==> config.mk <==
export PLATFORM = sky130hd
export DESIGN_NAME = mul_add_result_hex_writer
export DESIGN_NICKNAME = d
export VERILOG_FILES = /design/src/rtl/mul_add_result_hex_writer.sv
export SDC_FILE = /design/constraint.sdc
export NUM_CORES = 1
export LEC_CHECK = 0
export ABC_AREA = 1
export CORE_MARGIN = 2
export CORE_UTILIZATION = 56
export DETAILED_ROUTE_END_ITERATION = 16
export PLACE_DENSITY = 0.86
export SLEW_MARGIN = 20
export SYNTH_ARGS = -nofsm -noshare
export SYNTH_HDL_FRONTEND = slang
export SYNTH_SLANG_ARGS = --single-unit
==> constraint.sdc <==
create_clock -name clock -period 7.1 [get_ports clock]
set_clock_uncertainty 0.15 [all_clocks]
set_input_delay 0.71 -clock clock [delete_from_list [all_inputs] [get_ports clock]]
set_output_delay 0.71 -clock clock [all_outputs]
set_load 0.05 [all_outputs]
==> src/rtl/mul_add_result_hex_writer.sv <==
// Serialises one mulAdd result record (a, b, c, z, flags) into a 39-byte ASCII hex line.
// First byte one cycle after acceptance; a byte only advances on out_valid && out_ready.
module mul_add_result_hex_writer #(
  parameter int COUNT_WIDTH = 16
) (
  input  logic                   clock,
  input  logic                   reset,
  input  logic                   in_valid,
  output logic                   in_ready,
  input  logic [31:0]            in_a,
  input  logic [31:0]            in_b,
  input  logic [31:0]            in_c,
  input  logic [31:0]            in_z,
  input  logic [4:0]             in_flags,
  output logic                   out_valid,
  input  logic                   out_ready,
  output logic [7:0]             out_data,
  output logic                   busy,
  output logic [COUNT_WIDTH-1:0] record_count
);

  typedef enum logic {IDLE, SEND} state_t;

  state_t      state;
  logic [5:0]  idx;
  logic [31:0] ra, rb, rc, rz;
  logic [4:0]  rf;

  always_ff @(posedge clock) begin
    if (reset) begin
      state        <= IDLE;
      idx          <= 6'd0;
      record_count <= '0;
      ra           <= 32'd0;
      rb           <= 32'd0;
      rc           <= 32'd0;
      rz           <= 32'd0;
      rf           <= 5'd0;
    end else begin
      case (state)
        IDLE: begin
          if (in_valid) begin
            ra    <= in_a;
            rb    <= in_b;
            rc    <= in_c;
            rz    <= in_z;
            rf    <= in_flags;
            idx   <= 6'd0;
            state <= SEND;
          end
        end
        SEND: begin
          if (out_ready) begin
            if (idx == 6'd38) begin
              record_count <= record_count + 1'b1;
              state        <= IDLE;
            end else begin
              idx <= idx + 6'd1;
            end
          end
        end
        default: state <= IDLE;
      endcase
    end
  end

  assign in_ready  = (state == IDLE);
  assign out_valid = (state == SEND);
  assign busy      = (state == SEND);

  logic [31:0] word;
  logic [2:0]  k;
  logic [3:0]  nib;
  logic        is_hex;
  logic [7:0]  ch;

  // Each word field ends on an index congruent to 7, 0, 1, 2 (mod 8), so the
  // nibble number is that constant minus the low three index bits.
  always_comb begin
    word   = ra;
    k      = 3'd0;
    nib    = 4'd0;
    is_hex = 1'b1;
    ch     = 8'h20;
    if (idx <= 6'd7) begin
      word = ra;
      k    = 3'd7 - idx[2:0];
    end else if (idx >= 6'd9 && idx <= 6'd16) begin
      word = rb;
      k    = 3'd0 - idx[2:0];
    end else if (idx >= 6'd18 && idx <= 6'd25) begin
      word = rc;
      k    = 3'd1 - idx[2:0];
    end else if (idx >= 6'd27 && idx <= 6'd34) begin
      word = rz;
      k    = 3'd2 - idx[2:0];
    end else begin
      is_hex = 1'b0;
    end
    nib = word[{k, 2'b00} +: 4];
    if (idx == 6'd36) begin
      nib    = {3'b000, rf[4]};
      is_hex = 1'b1;
    end else if (idx == 6'd37) begin
      nib    = rf[3:0];
      is_hex = 1'b1;
    end
    if (is_hex) begin
      ch = (nib < 4'd10) ? (8'h30 + {4'h0, nib}) : (8'h37 + {4'h0, nib});
    end else if (idx == 6'd38) begin
      ch = 8'h0A;
    end else begin
      ch = 8'h20;
    end
  end

  assign out_data = (state == SEND) ? ch : 8'h00;

endmodule
==> impl_metrics.py <==
metrics = {
    "synth": {
        "synth_area_leaders": "dfxtp_1 39%, nor2_1 12%, o21ai_0 10%",
        "yosys.area_share.simple": 0.350,
        "yosys_warnings": 0,
        "synth.avg_cell_area_sq_um": 6.68,
        "synth_top_family_by_area": "simple AND/OR/NAND/NOR gates",
        "synthDistinctLibCells": 36,
        "synth_fp_nets": 1333,
        "synth_edf_count": 0,
        "netlist_instances": 1186,
        "async_reset_ff_frac": 0,
        "synth.largest_area_cell": "dfxtp_1",
        "synthFlopType": "dfxtp_1",
        "yosysTopAreaCellShare": 0.394,
        "yosys.area_share.adder": 0.0158,
        "yosysMostFrequentCell": "nor2_1",
        "synth_compound_area_frac": 0.144,
        "synth_xor_area_frac": 0.00221,
        "ys_seq_area_frac": 0.394,
        "ys_ff_latch": 156,
        "syn_area_sq_um": 7920,
        "yosys-top-cells-count": "259 x nor2_1, 171 x nand2_1, 158 x o21ai_0",
        "synthMuxAreaShare": 0,
    },
    "worst_setup_path": {
        "start_kind": "register",
        "path_class": "reg -> out",
        "cp.arrival_ps": 5160,
        "cp_data_required_time_ps": 6240,
        "critPathMaxFanout": 50,
        "endpoint_kind": "primary output",
    },
    "layout": {
        "syn2layout_area_growth_pct": 27.2,
        "instances_no_fill": 1492,
        "drive_gt1_frac": 0.0633,
        "fillers": 1136,
        "regArea_sq_um": 3120,
        "utilization": 0.729,
        "antenna_cells": 0,
        "final_nets": 1447,
        "multi_input_area_sq_um": 4070,
        "design_area_sq_um": 10100,
    },
    "die": {
        "ios": 164,
        "fp-row-count": 43,
        "die_x_um": 123,
        "dieHeight_um": 123,
        "die_area_sq_um": 15100,
        "coreArea_sq_um": 13800,
        "start_util": 0.573,
    },
    "grt": {
        "grt_pass1_vias": 7405,
        "antenna_found_initial": 0,
        "grt_pass1_wl_um": 37600,
        "grt_usage": 0.324,
        "grt_max_degree": 148,
        "gr-total-overflow": 0,
    },
    "clock_network": {
        "cts-root-buf": "clkbuf_16",
        "hold_buffers": 0,
        "numCtsBuffers": 17,
        "cts.sinks": 156,
        "post_cts_buffers": 0,
        "cts_htree_levels": 4,
        "cts_max_path_buffers": 2,
        "cts_resized": 0,
        "worstSkewPairLatency_ps": 430,
        "cts.clk_slew.worst_paths_ps": 60,
        "tritoncts": "built",
    },
    "power_and_ir_drop": {
        "p_leak_nw": 4.21,
        "p_int_mw": 1.62,
        "swShare": 0.265,
        "p_total_mw": 2.21,
        "p_comb_frac": 0.145,
        "p_sw_mw": 0.586,
        "power_density_nw_per_um2": 219,
        "pwr-share-clk": 0.416,
        "power_frac_seq": 0.439,
        "ir_drop_mv": 0.174,
    },
    "outcome": {
        "status": "finished, final reports clean",
    },
    "detailed_routing": {
        "first_pass_iters": 5,
        "drt_iter0_drc": 854,
        "viasPerCell": 5.47,
        "wl_per_cell_um": 16.2,
        "num_vias": 8155,
        "postRouteAntennaNets": 0,
        "wl_um": 24100,
        "route.detailed.drc": 0,
    },
    "sta": {
        "max_freq_ghz": 0.166,
        "timing.final.ws_setup_ps": 1080,
        "setup_viol": 0,
        "finalCritPeriodShare": 0.848,
        "finalHoldViolations": 0,
        "rsz0062_at_grt": "false",
        "holdWs_ps": 309,
        "tightest_slew_ps": 885,
        "setup-tns-final_ps": 0,
        "drv_slew": 0,
        "relSlewSlack": 0.410,
        "fin_crit_ps": 6020,
    },
    "placement": {
        "globalplace.congestion": 0.931,
        "placedInstanceArea_sq_um": 9480,
        "io_buffers": 162,
        "hpwl_um": 16800,
        "place_inst": 1461,
        "pre_cts_slack_ps": 1580,
    },
    "flow_run": {
        "drv_cap": 0,
    },
    "min_path": {
        "worstHoldPathType": "reg -> reg",
    },
}
[sequential cells by signal, summed over array words and instances (netlist names)]
name,flops
ra,32
rb,32
rc,32
rz,32
record_count,16
idx,6
rf,5
busy,1
[critical path, cell delays in order, from the launching register on]
cell	delay (ps)
dfxtp_1	580
inv_1	200
ha_1	260
nand3_1	90
nand3_1	80
nand2_1	60
nand2_1	50
buf_4	200
inv_2	600
nand2_1	120
inv_1	70
nand2_1	70
a21oi_2	410
nand3_1	140
nand3_1	110
nand3_1	130
nand2_1	90
nand2_1	60
inv_1	70
ha_1	220
inv_1	60
nand3_1	60
a21oi_1	140
clkdlybuf4s50_1	820
[cell usage in the layout, fill, tap and decap left out, drive strengths merged, types with 2 or more instances in the layout]
cell             n
inv            108
or2             10
nor4             3
nor2           263
nor3b            3
ha              10
nand4           12
clkdlybuf4s50  162
dfxtp          156
clkbuf          20
buf              6
xnor2            2
o21ai          161
nand3b          39
a21oi           59
clkinv           4
clkinvlp         2
nand3           91
nor3             8
nand2          187
bufinv           2
[path summary, 6_finish.rpt]
kind          start     endpoint  depth (start not counted)  slack (ps)
max          idx[1]  out_data[1]                         23        1080
max reg2reg    busy       idx[5]                         10        4030
min           rz[6]        rz[6]                          2         310
min reg2reg   rz[6]        rz[6]                          2         310
[area by class of cell]
cell class                 count  share of cell area
timing repair buffer         168               0.166
inverter                     105              0.0397
sequential                   156               0.310
clock inverter                11              0.0133
tap                          180              0.0224
clock buffer                  20              0.0453
multi-input combinational    852               0.404
[power by group through the flow]
stage	sequential [mW]	clock, mW	combinational, mW
CTS	0.968	0.921	0.318
finish	0.970	0.918	0.319
global placement	0.984	0	0.309
global route	0.974	0.961	0.354
floorplan	0.974	0	0.189
detailed placement	0.986	0	0.314
[routing by layer]
layer,track usage,share of wire
met1,0.453,0.46
met2,0.511,0.45
met3,0.0567,0.074
met4,0.101,0.019
met5,0,0
[cells by family (layout without fill, tap and decap cells)]
| family | count (synthesis) | count (layout) |
|---|---|---|
| AND/OR/NAND/NOR | 617 | 617 |
| AO/OA/AOI/OAI | 222 | 222 |
| buffers and inverters | 178 | 304 |
| flip-flops | 156 | 156 |
| adder cells (fa/ha/maj) | 10 | 10 |
| XOR/XNOR | 2 | 2 |
| other | 1 | 1 |
(Power assumes the default switching activity.)
